$ cat src/rtl/mux3_1_rr_sched_if.sv
// -----------------------------------------------------------------------------
// mux3_1_rr_sched_if
//   Bundles the requester side and the output side of the 3:1 round-robin
//   scheduler into a single interface.
//
//   Signals
//     in_valid  [2:0]        request per source (bit i = source i)
//     in_data0..2 [WIDTH-1:0] source payloads
//     in_ready  [2:0]        one-hot (or zero) accept strobe per source
//     sel       [1:0]        mux select of the current grant (never 2'b11)
//     out_valid              output buffer holds valid data
//     out_data  [WIDTH-1:0]  registered mux output
//     out_src   [1:0]        source index of out_data
//     out_ready              downstream accept
//
//   Modports
//     slave  : the scheduler itself
//     master : the environment (requesters and downstream sink)
// -----------------------------------------------------------------------------
interface mux3_1_rr_sched_if #(
   parameter int WIDTH = 8
);
   logic [2:0]       in_valid;
   logic [WIDTH-1:0] in_data0;
   logic [WIDTH-1:0] in_data1;
   logic [WIDTH-1:0] in_data2;
   logic [2:0]       in_ready;
   logic [1:0]       sel;
   logic             out_valid;
   logic [WIDTH-1:0] out_data;
   logic [1:0]       out_src;
   logic             out_ready;

   modport slave (
      input  in_valid,
      input  in_data0,
      input  in_data1,
      input  in_data2,
      input  out_ready,
      output in_ready,
      output sel,
      output out_valid,
      output out_data,
      output out_src
   );

   modport master (
      output in_valid,
      output in_data0,
      output in_data1,
      output in_data2,
      output out_ready,
      input  in_ready,
      input  sel,
      input  out_valid,
      input  out_data,
      input  out_src
   );
endinterface

$ cat src/rtl/mux3_1_rr_sched.sv
// -----------------------------------------------------------------------------
// mux3_1_rr_sched
//   Round-robin scheduler sharing one 3:1 datapath mux between three
//   valid/ready requesters. The selected payload is captured into a one-entry
//   registered output buffer. With BURST > 1 a granted source may keep the
//   mux for up to BURST consecutive transfers before the grant rotates.
//
//   Parameters
//     WIDTH : payload width
//     BURST : max consecutive transfers per source (1..15, 1 = pure RR)
//
//   Ports
//     clk   : system clock, rising edge
//     rst_n : asynchronous active-low reset
//     bus   : scheduler side (slave modport) of mux3_1_rr_sched_if
// -----------------------------------------------------------------------------
module mux3_1_rr_sched #(
   parameter int WIDTH = 8,
   parameter int BURST = 1
) (
   input  logic                 clk,
   input  logic                 rst_n,
   mux3_1_rr_sched_if.slave     bus
);

   typedef enum logic {
      EMPTY = 1'b0,
      FULL  = 1'b1
   } state_t;

   localparam logic [3:0] BURST_LIM = 4'(BURST - 1);

   state_t           state;
   state_t           state_nxt;

   // Arbitration state
   logic [1:0]       last;
   logic [3:0]       burst_cnt;
   logic             held;       // last holds a real grant (not the reset seed)
   logic [1:0]       sel_q;

   // Output buffer
   logic [WIDTH-1:0] data_p1;
   logic [1:0]       src_p1;
   logic             vld_p1;

   // Combinational arbitration
   logic             any_valid;
   logic             load_en;
   logic             xfer;
   logic [1:0]       cand1;
   logic [1:0]       cand2;
   logic [1:0]       winner;
   logic [WIDTH-1:0] mux_out;
   logic [2:0]       ready_c;
   logic [1:0]       sel_c;

   function automatic logic [1:0] next_src(input logic [1:0] s);
      return (s == 2'd2) ? 2'd0 : s + 2'd1;
   endfunction

   // Burst counter saturates at BURST-1 rather than wrapping.
   function automatic logic [3:0] burst_inc(input logic [3:0] c);
      return (c >= BURST_LIM) ? BURST_LIM : c + 4'd1;
   endfunction

   initial begin : param_check
      if (BURST < 1 || BURST > 15) begin
         $fatal(1, "BURST out of range");
      end
   end

   assign any_valid = |bus.in_valid;

   // Winner: burst owner first (only while it still has budget), otherwise
   // search last+1, last+2, last. The reset seed last=2 is not a real owner,
   // so the held flag keeps it from claiming the burst exception.
   always_comb begin
      cand1  = next_src(last);
      cand2  = next_src(cand1);
      winner = last;
      if (held && (burst_cnt < BURST_LIM) && bus.in_valid[last]) begin
         winner = last;
      end else if (bus.in_valid[cand1]) begin
         winner = cand1;
      end else if (bus.in_valid[cand2]) begin
         winner = cand2;
      end else begin
         winner = last;
      end
   end

   always_comb begin
      case (winner)
         2'd0:    mux_out = bus.in_data0;
         2'd1:    mux_out = bus.in_data1;
         default: mux_out = bus.in_data2;
      endcase
   end

   // FSM: state register
   always_ff @(posedge clk or negedge rst_n) begin
      if (!rst_n) begin
         state <= EMPTY;
      end else begin
         state <= state_nxt;
      end
   end

   // FSM: next state
   always_comb begin
      state_nxt = state;
      case (state)
         EMPTY: begin
            if (xfer) begin
               state_nxt = FULL;
            end
         end
         FULL: begin
            // In FULL, load_en means the buffer is being popped.
            if (load_en && !xfer) begin
               state_nxt = EMPTY;
            end
         end
         default: state_nxt = EMPTY;
      endcase
   end

   // FSM: outputs. in_ready and sel are forced low during reset because
   // load_en alone would be true there (buffer empty).
   always_comb begin
      vld_p1  = (state == FULL);
      load_en = !vld_p1 || bus.out_ready;
      ready_c = 3'b000;
      sel_c   = 2'b00;
      if (rst_n) begin
         if (load_en && any_valid) begin
            ready_c[winner] = 1'b1;
         end
         sel_c = any_valid ? winner : sel_q;
      end
   end

   assign xfer = |(bus.in_valid & ready_c);

   // Arbitration state update
   always_ff @(posedge clk or negedge rst_n) begin
      if (!rst_n) begin
         last      <= 2'd2;
         burst_cnt <= 4'd0;
         held      <= 1'b0;
         sel_q     <= 2'b00;
      end else begin
         if (any_valid) begin
            sel_q <= winner;
         end
         if (xfer) begin
            last      <= winner;
            held      <= 1'b1;
            burst_cnt <= (held && (winner == last)) ? burst_inc(burst_cnt) : 4'd0;
         end
      end
   end

   // ---- stage p1: output buffer ----
   always_ff @(posedge clk or negedge rst_n) begin
      if (!rst_n) begin
         data_p1 <= '0;
         src_p1  <= 2'b00;
      end else if (xfer) begin
         data_p1 <= mux_out;
         src_p1  <= winner;
      end
   end

   assign bus.in_ready  = ready_c;
   assign bus.sel       = sel_c;
   assign bus.out_valid = vld_p1;
   assign bus.out_data  = data_p1;
   assign bus.out_src   = src_p1;

endmodule

$ cat src/flat_wrapper.sv
// flat-port wrapper written by rule: the top's interface ports become plain ports
module mux3_1_rr_sched_flat 
#(
   parameter int WIDTH = 8,
   parameter int BURST = 1
)
  (clk, rst_n, bus_in_valid, bus_in_data0, bus_in_data1, bus_in_data2, bus_out_ready, bus_in_ready, bus_sel, bus_out_valid, bus_out_data, bus_out_src);
  mux3_1_rr_sched_if #(.WIDTH(WIDTH)) bus_i ();
  input  logic clk;
  input  logic rst_n;
  input wire logic [$bits(bus_i.in_valid)-1:0] bus_in_valid;
  input wire logic [$bits(bus_i.in_data0)-1:0] bus_in_data0;
  input wire logic [$bits(bus_i.in_data1)-1:0] bus_in_data1;
  input wire logic [$bits(bus_i.in_data2)-1:0] bus_in_data2;
  input wire logic [$bits(bus_i.out_ready)-1:0] bus_out_ready;
  output wire logic [$bits(bus_i.in_ready)-1:0] bus_in_ready;
  output wire logic [$bits(bus_i.sel)-1:0] bus_sel;
  output wire logic [$bits(bus_i.out_valid)-1:0] bus_out_valid;
  output wire logic [$bits(bus_i.out_data)-1:0] bus_out_data;
  output wire logic [$bits(bus_i.out_src)-1:0] bus_out_src;
  assign bus_i.in_valid = bus_in_valid;
  assign bus_i.in_data0 = bus_in_data0;
  assign bus_i.in_data1 = bus_in_data1;
  assign bus_i.in_data2 = bus_in_data2;
  assign bus_i.out_ready = bus_out_ready;
  assign bus_in_ready = bus_i.in_ready;
  assign bus_sel = bus_i.sel;
  assign bus_out_valid = bus_i.out_valid;
  assign bus_out_data = bus_i.out_data;
  assign bus_out_src = bus_i.out_src;
  mux3_1_rr_sched #(.WIDTH(WIDTH), .BURST(BURST)) u_core (.clk(clk), .rst_n(rst_n), .bus(bus_i));
endmodule
$ cat config.mk
export PLATFORM = sky130hd
export DESIGN_NAME = mux3_1_rr_sched_flat
export DESIGN_NICKNAME = d
export VERILOG_FILES = /design/src/rtl/mux3_1_rr_sched_if.sv /design/src/rtl/mux3_1_rr_sched.sv /design/src/flat_wrapper.sv
export SDC_FILE = /design/constraint.sdc
export NUM_CORES = 1
export LEC_CHECK = 0
export ABC_AREA = 1
export CAP_MARGIN = 25
export CORE_MARGIN = 2
export CORE_UTILIZATION = 53
export DETAILED_ROUTE_END_ITERATION = 7
export DONT_BUFFER_PORTS = 1
export GPL_TIMING_DRIVEN = 1
export PLACE_DENSITY_LB_ADDON = 0.08
export SYNTH_ARGS = -nofsm -noshare
export SYNTH_HDL_FRONTEND = slang
export SYNTH_SLANG_ARGS = --single-unit
$ cat constraint.sdc
create_clock -name clk -period 3.9 [get_ports clk]
set_input_delay 0.195 -clock clk [delete_from_list [all_inputs] [get_ports clk]]
set_output_delay 0.195 -clock clk [all_outputs]
set_load 0.01 [all_outputs]
# --- After elaboration in Yosys (flattened, before gate mapping) ---
# Cells that the tools add are included.
classes:
  n_addsub: 3
  n_mul: 0
  div_mod_pow: 0
  magnitude_cmp: 7
  n_eq_ne: 4
  shifts: 0
  n_mux: 23
  bitwise: 2
  n_reduce_logical: 12
ops:
  columns: ["cell", "n"]
  rows:
  - ["one-hot mux 8 bit (2 select lines)", 1]
  - ["2-to-1 mux 2 bit", 7]
  - ["less-than comparator 2 x 3 -> 1 bit (second input constant)", 4]
  - ["2-to-1 mux 4 bit", 2]
  - ["binary-select mux 1 bit (select 2 bit)", 3]
  - ["logical AND 1 bit", 6]
  - ["2-to-1 mux 1 bit", 6]
  - ["2-to-1 mux 3 bit", 2]
  - ["OR reduction 3 bit", 2]
  - ["adder 2 x 1 -> 2 bit (second input constant)", 2]
  - ["adder 4 x 1 -> 4 bit (second input constant)", 1]
  - ["equality test 2 bit (second input constant)", 2]
  - [">= comparator 4 x 1 -> 1 bit (second input constant)", 1]
  - ["less-than comparator 4 x 1 -> 1 bit (second input constant)", 1]
  - ["bitwise AND 3 bit", 1]
  - ["demux 1 bit (select 2 bit)", 1]
  - ["equality test 2 x 1 -> 1 bit (second input constant)", 1]
  - ["equality test 2 bit", 1]
  - [">= comparator 2 x 1 -> 1 bit (second input constant)", 1]
  - ["logical NOT 1 bit", 2]
  - ["logical NOT 2 bit", 1]
  - ["one-hot mux 1 bit (2 select lines)", 1]
  - ["logical OR 1 bit", 1]
  - ["NOT 1 bit", 1]
totals:
  ff_bits: 20
  latchBits: 0
  ramBits: 0
  rom_bits: 0
  in_bits: 30
  mem_count: 0

# --- Longest topological paths before layout ---
# Gate-level depths: netlist (run 1).
depth:
  ltp_word: 21
  depth_mapped: 10
  depth_no_buf: 10

# --- Least setup slack after synthesis (run 1) ---
# No wires, ideal clock.
synth_path:
  kind: "reg2out"
  from: "register u_core.last[1]"
  to: "output bus_in_ready[0]"
  arrival_time_ns: 1.471
  required_time_ns: 3.705
  slack_ns: 2.234
  path_stages_with_launch: 8
  n_path_buf: 1
  cell_sequence: "dfstp_2 > inv_1 > nand3b_1 > nand3_1 > nand3_4 > nand4_2 > buf_2 > nor2_1"
synth_via:
  elab_chain_len: 15
  elab_cells_between_ends: 23
synth_rtl:
  columns: ["element", "line", "text"]
  rows:
  - ["start: declaration", "mux3_1_rr_sched.sv:37", "logic [1:0] last;"]
  - ["start signal: assignment", "mux3_1_rr_sched.sv:158", "last <= winner;"]
  - ["adder 2 x 1 -> 2 bit / equality test 2 bit (equally long branches)", "mux3_1_rr_sched.sv:59", "return (s == 2'd2) ? 2'd0 : s + 2'd1;"]
  - ["2-to-1 mux 2 bit", "mux3_1_rr_sched.sv:59", null]
  - ["adder 2 x 1 -> 2 bit / equality test 2 bit (equally long branches)", "mux3_1_rr_sched.sv:59", null]
  - ["2-to-1 mux 2 bit", "mux3_1_rr_sched.sv:59", null]
  - ["binary-select mux 1 bit (select 2 bit)", "mux3_1_rr_sched.sv:86", "end else if (bus.in_valid[cand2]) begin"]
  - ["2-to-1 mux 1 bit (not written as such)", "mux3_1_rr_sched.sv:86", null]
  - ["2-to-1 mux 2 bit", "mux3_1_rr_sched.sv:86", null]
  - ["2-to-1 mux 2 bit", "mux3_1_rr_sched.sv:84", "end else if (bus.in_valid[cand1]) begin"]
  - ["2-to-1 mux 2 bit (*)", "mux3_1_rr_sched.sv:82", "if (held && (burst_cnt < BURST_LIM) && bus.in_valid[last]) begin"]
  - ["less-than comparator 2 x 3 -> 1 bit (not written as such) / >= comparator 2 x 1 -> 1 bit (equally long branches)", "mux3_1_rr_sched.sv:138", "ready_c[winner] = 1'b1;"]
  - ["logical AND 1 bit (not written as such)", "mux3_1_rr_sched.sv:138", null]
  - ["2-to-1 mux 1 bit (not written as such)", "mux3_1_rr_sched.sv:138", null]
  - ["demux 1 bit (select 2 bit) (*)", null, null]
  - ["2-to-1 mux 3 bit (*)", "mux3_1_rr_sched.sv:137", "if (load_en && any_valid) begin"]
  - ["2-to-1 mux 3 bit (*)", "mux3_1_rr_sched.sv:136", "if (rst_n) begin"]
  - ["end: declaration", "flat_wrapper.sv:16", "output wire logic [$bits(bus_i.in_ready)-1:0] bus_in_ready;"]
# Every way passes the cells marked *; elsewhere a longest branch is shown, timed or not. The select of a mux whose other input is x is not followed.

==> run summary, run 1 <==
CTS H-tree lvls: 1
worst r2r src: u_core.last[1]$_DFFE_PN1P_
largest net degree at the start of global routing: 20
Final Max Slew Viols: 0
CP max stage delay: 0.47 ns
Vias: 835
Top FF cell, synth: dfrtp_1
IO buf count: 0
final setup vio count: 0
share of layout cells above drive strength 1: 13.4%
area delta synth->final: 3.33%
hold depth: 3
CP delay by family, top: simple AND/OR/NAND/NOR gates
worst slew pin tran: 0.657 ns
initial core utilization: 55.6%
number of clock sinks: 14
Worst Skew: 0.00841 ns
CTS Buf Count: 3
Max FO, Critical Path: 12
GRT Total Usage: 21.5%
Peak VDD IR: 0.449 mV
count of different cell masters after synthesis: 24
Clock Path Buffers: 2
f_max: 397 MHz
Power Total: 0.858 mW
# Max-Cap Violations: 0
Yosys warning total: 0
most instantiated library cell after synthesis: nand2_1
initial antenna violation count: 0
gpl congestion: 0.805
Worst setup SP type: flip-flop
Setup Crit Path Kind: flip-flop to primary output
Avg Cell Area, Syn: 7.39 µm²
Post-DP Area: 923 µm²
vias in the first global route: 703
Post-synth EDFFs: 0
I/O pin count: 46
sequential share of the synthesized area: 37.5%
Worst Setup End Kind: primary output
Nets: 158
die height: 46.1 µm
drt pass-1 iters: 4
final wirelength: 2.18 mm
Congestion Overflow GR: 0
WP data arrival: 2.33 ns
DRT antenna net count: 0
top cells by area, synth: dfrtp_1, nand2_1, nand3_1
clock root buffer: clkbuf_4
worst-skew pair later-pin latency: 0.28 ns
cell repeated most along the worst path: nand2_1
width of the die: 46.1 µm
post-synthesis cell count: 127
critical hold path startpoint: bus_in_valid[0]
Tmin final: 2.52 ns
DPL Wire Length: 1.53 mm
most frequent cells after synthesis: nand2_1, nand3_1, dfrtp_1, inv_1, nand4_1
post-synth top area cell: dfrtp_1
status: completed
slowest cell on the critical path: dfrtp_1
CP Cell Sequence: nor2_2, nand2_1, nand2_1, nor2_2, nand3_4, nand4_2, inv_1, nand2_1, inv_1
Worst slew margin: 56.0%
#FFs+latches synth: 14
Die Area: 2120 µm²
RSZ-0062 raised after global routing: no
final hold violations: 0
CTS tree: done
Critical Path RT: 3.70 ns
first-pass GRT wire length: 3.22 mm
CTS clk-pin slew, worst paths: 0.10 ns
flop2flop setup slack: 1.69 ns
Antenna Cells: 0
number of vias per cell: 5.80
Async S/R FF share, synth: 100%
synthesized area: 938 µm²
initial drt markers: 12
pwr/cell area: 885 nW/µm²
Core Area: 1690 µm²
Final period util: 64.6%
number of cell rows: 15
leakage power: 0.529 nW
mean routed wirelength per cell: 15.1 µm
final instance area: 970 µm²
top cell type's share of synthesized area: 34.7%
hold crit path type: input port to flip-flop
worst reg2reg path endpoint: u_core.bus.out_valid$_DFF_PN0_
DR DRC count: 0
final setup TNS: 0 ns
WP buf/inv: 2
Worst Reg2Reg Path Length in Cells: 8
post-synthesis net count: 157
Worst Hold Path EP: u_core.sel_q[0]$_DFF_PN0_
stage by stage:
step	cells	utilization, %	hold slack (ns)	setup slack, ns
after global routing	144	57.4	0.145	1.19
after global placement	139	54.7	-0.100	1.80
final	144	57.4	0.0961	1.38
after detailed placement	139	54.7	-0.100	1.70
after floorplan	127	-	-0.101	2.23
after CTS	144	57.4	0.101	1.38
power by group:
| part | switching, mW | total [mW] | internal [mW] | leakage, nW |
|---|---|---|---|---|
| clock network | 0.0514 | 0.108 | 0.0568 | 0.0210 |
| logic | 0.314 | 0.463 | 0.150 | 0.335 |
| registers | 0.0707 | 0.286 | 0.216 | 0.173 |
cell type report:
class                           count  area (µm²)
Clock buffer                        4        36.3
Fill cell                         169         719
Inverter                           13        48.8
Multi-Input combinational cell     95         502
Sequential cell                    14         352
Tap cell                           17        21.3
Timing Repair Buffer                1        10.0
how the worst max path moves through the flow:
stage,start,to,slack [ns],depth (start not counted)
3_5_place_dp,u_core.bus.out_src[0]$_DFFE_PN0P_,bus_in_ready[2],1.70,9
6_report,u_core.bus.out_src[0]$_DFFE_PN0P_,bus_in_ready[2],1.38,9
3_3_place_gp,u_core.bus.out_src[0]$_DFFE_PN0P_,bus_in_ready[2],1.80,9
2_1_floorplan,u_core.last[1]$_DFFE_PN1P_,bus_in_ready[0],2.23,7
5_1_grt,u_core.bus.out_src[0]$_DFFE_PN0P_,bus_in_ready[2],1.19,9
4_1_cts,u_core.bus.out_src[0]$_DFFE_PN0P_,bus_in_ready[2],1.38,9
metal layers:
layer	routed length, µm	GRT usage (%)	vias to the layer above	share of wire [%]
met5	0	0	-	0
met4	15	8.57	0	0.69
met3	180	5.49	2	8.3
met2	985	31.9	35	45
met1	1000	29.6	373	46
li1	-	-	425	-
worst min-delay path: cells and delay by family:
kind             cells  cell delay [ns]
AND/OR/NAND/NOR      3             0.15
placed cells by master, fill, tap and decap left out, types with 2 or more instances in the layout:
| cell type | n |
|---|---|
| inv_1 | 10 |
| nand4_1 | 8 |
| nand2_4 | 2 |
| clkbuf_4 | 3 |
| dfrtp_1 | 13 |
| inv_2 | 3 |
| nor2_2 | 2 |
| a21oi_1 | 2 |
| nand3_1 | 27 |
| nand2_1 | 39 |
| o21ai_1 | 2 |
| nor2_1 | 4 |
state kept, by name, summed over array words and instances (netlist names):
name                  cells
u_core.bus.out_data       8
u_core.bus.out_src        2
u_core.bus.out_valid      1
u_core.last               1
u_core.sel_q              2
repair_timing:
action	in CTS	in global routing
buffers inserted	0	0
gates resized for setup	0	0
endpoints found under the hold margin	14	0
endpoints found under the setup margin	0	0
hold buffers	1	0
cell families after synthesis:
family / after synthesis / share of synthesized area, %
AND/OR/NAND/NOR: 89 / 49.1
buffers and inverters: 18 / 9.07
flip-flops: 14 / 37.5
AO/OA/AOI/OAI: 6 / 4.40
No activity file was read; power rests on OpenSTA's default activity.
==> inputs of run 2 (changes only) <==
==> constraint.sdc (replaced) <==
create_clock -name clk -period 2.05 [get_ports clk]
set_input_delay 0.1025 -clock clk [delete_from_list [all_inputs] [get_ports clk]]
set_output_delay 0.1025 -clock clk [all_outputs]
set_load 0.01 [all_outputs]
==> run 2 against run 1 <==
Net effect: core utilization grew 5.1 points; first-iteration DRC count increased by 92%; cell count is 6.3% higher; clock skew down 0.00075 ns; worst setup slack worse by 1.3 ns; combinational power grew 120%; non-clock buffer count is 9 higher; critical endpoint is now bus_sel[0]; largest cell class unchanged.
==> run summary, run 2 (synthesized netlist as in run 1, its figures left out) <==
status: completed
CTS tree: done
number of clock sinks: 14
area delta synth->final: 12.5%
die height: 46.1 µm
Vias: 899
Final Max Slew Viols: 0
DR DRC count: 0
most common cell after layout, fill and taps aside: nand2_1
most frequent cells in the layout: nand2_1, nand3_1, dfrtp_1, inv_1, buf_4
Worst Setup End Kind: primary output
Die Area: 2120 µm²
# Max-Cap Violations: 0
leakage power: 0.561 nW
final hold violations: 0
Worst setup SP type: flip-flop
Nets: 167
Sequential Power Share: 31.2%
Final period util: 95.1%
worst-skew pair later-pin latency: 0.29 ns
share of layout cells above drive strength 1: 19.9%
critical hold path startpoint: bus_in_valid[0]
pwr/cell area: 1670 nW/µm²
worst slew pin tran: 0.621 ns
Worst Skew: 0.00765 ns
final setup vio count: 0
Tmin final: 1.95 ns
hold crit path type: input port to flip-flop
WP data arrival: 1.85 ns
f_max: 513 MHz
Logic pwr share: 59.2%
Antenna Cells: 0
CTS H-tree lvls: 1
Clock Path Buffers: 2
CTS Buf Count: 3
Worst slew margin: 58.4%
drt pass-1 iters: 4
worst r2r src: u_core.last[1]$_DFFE_PN1P_
initial core utilization: 55.6%
Peak VDD IR: 0.852 mV
GRT Total Usage: 23.3%
Switch Pwr: 0.877 mW
Setup Crit Path Kind: flip-flop to primary output
width of the die: 46.1 µm
largest net degree at the start of global routing: 15
number of vias per cell: 5.88
final wirelength: 2.31 mm
Largest register FFs: 8
Max FO, Critical Path: 10
Core Area: 1690 µm²
RSZ-0062 raised after global routing: yes
switching fraction of total power: 49.8%
I/O pin count: 46
final setup TNS: 0 ns
Post-DP Area: 946 µm²
initial drt markers: 23
initial antenna violation count: 0
Congestion Overflow GR: 0
vias in the first global route: 765
CTS clk-pin slew, worst paths: 0.08 ns
first-pass GRT wire length: 3.53 mm
IO buf count: 0
gpl congestion: 0.878
DRT antenna net count: 0
Critical Path RT: 1.95 ns
Critical Path Start: u_core.last[1]$_DFFE_PN1P_
Hold WS: 0.0347 ns
Internal: 0.884 mW
number of cell rows: 15
final instance area: 1060 µm²
Clock power frac: 9.5%
DPL Wire Length: 1.67 mm
mean routed wirelength per cell: 15.1 µm
clock root buffer: clkbuf_4
# fillers: 153
-- run 2: cell type report --
| cell class | count | area (µm²) | share of cell area [%] |
|---|---|---|---|
| timing repair buffer | 10 | 77.6 | 7.35 |
| multi-input combinational | 95 | 529 | 50.1 |
| inverter | 13 | 48.8 | 4.62 |
| sequential | 14 | 353 | 33.4 |
| tap | 17 | 21.3 | 2.01 |
| clock buffer | 4 | 26.3 | 2.49 |
-- run 2: worst paths after layout --
path	endpoint	slack [ns]	cells after the start
worst max-delay path	bus_sel[0]	0.10	8
worst min-delay path	u_core.sel_q[0]$_DFF_PN0_	0.03	3
worst max register to register	u_core.bus.out_valid$_DFF_PN0_	0.22	9
worst min register to register	u_core.sel_q[0]$_DFF_PN0_	0.51	2
max in group asynchronous	u_core.bus.out_src[0]$_DFFE_PN0P_	1.34	1
min in group asynchronous	u_core.bus.out_data[4]$_DFFE_PN0P_	0.26	1
-- run 2: routing by layer --
| layer | share of wire, % | vias to the layer above | wire length [µm] | track usage, % |
|---|---|---|---|---|
| met5 | 0 | - | 0 | 0 |
| met4 | 2.0 | 0 | 46 | 9.71 |
| met3 | 8.2 | 4 | 189 | 7.45 |
| met2 | 46 | 40 | 1070 | 31.9 |
| met1 | 43 | 412 | 1000 | 33.3 |
| li1 | - | 443 | - | - |
-- run 2: worst max-delay path: stages (launching register included) --
cell and delay [ns]:
dfstp_2 0.60, nor2_2 0.07, nand2_1 0.08, nand2_1 0.07, nor2_2 0.16, nand3_4 0.16, nand2_8 0.13, nand2_1 0.10
a21oi_2 0.20
-- run 2: timing repair --
item	CTS	global route
endpoints found under the setup margin	1	4
setup buffers	0	6
hold buffers	1	0
gates resized for setup	1	4
endpoints found under the hold margin	14	0
-- run 2: power by group through the flow --
| stage | logic, mW | registers, mW | clock network [mW] |
|---|---|---|---|
| floorplan | 0.787 | 0.523 | 0 |
| global placement | 0.891 | 0.551 | 0 |
| detailed placement | 0.914 | 0.550 | 0 |
| CTS | 0.937 | 0.547 | 0.165 |
| global route | 1.18 | 0.571 | 0.188 |
| finish | 1.04 | 0.550 | 0.167 |
-- run 2: metrics by stage --
| step | cells | setup WS [ns] | power, mW | utilization (%) |
|---|---|---|---|---|
| 3_5_place_dp | 142 | 0.185 | 1.46 | 56.0 |
| 5_1_grt | 153 | -0.0419 | 1.94 | 62.5 |
| 3_3_place_gp | 142 | 0.259 | 1.44 | 56.0 |
| 2_1_floorplan | 127 | 0.452 | 1.31 | - |
| 6_report | 153 | 0.101 | 1.76 | 62.5 |
| 4_1_cts | 147 | 0.0000351 | 1.65 | 58.7 |
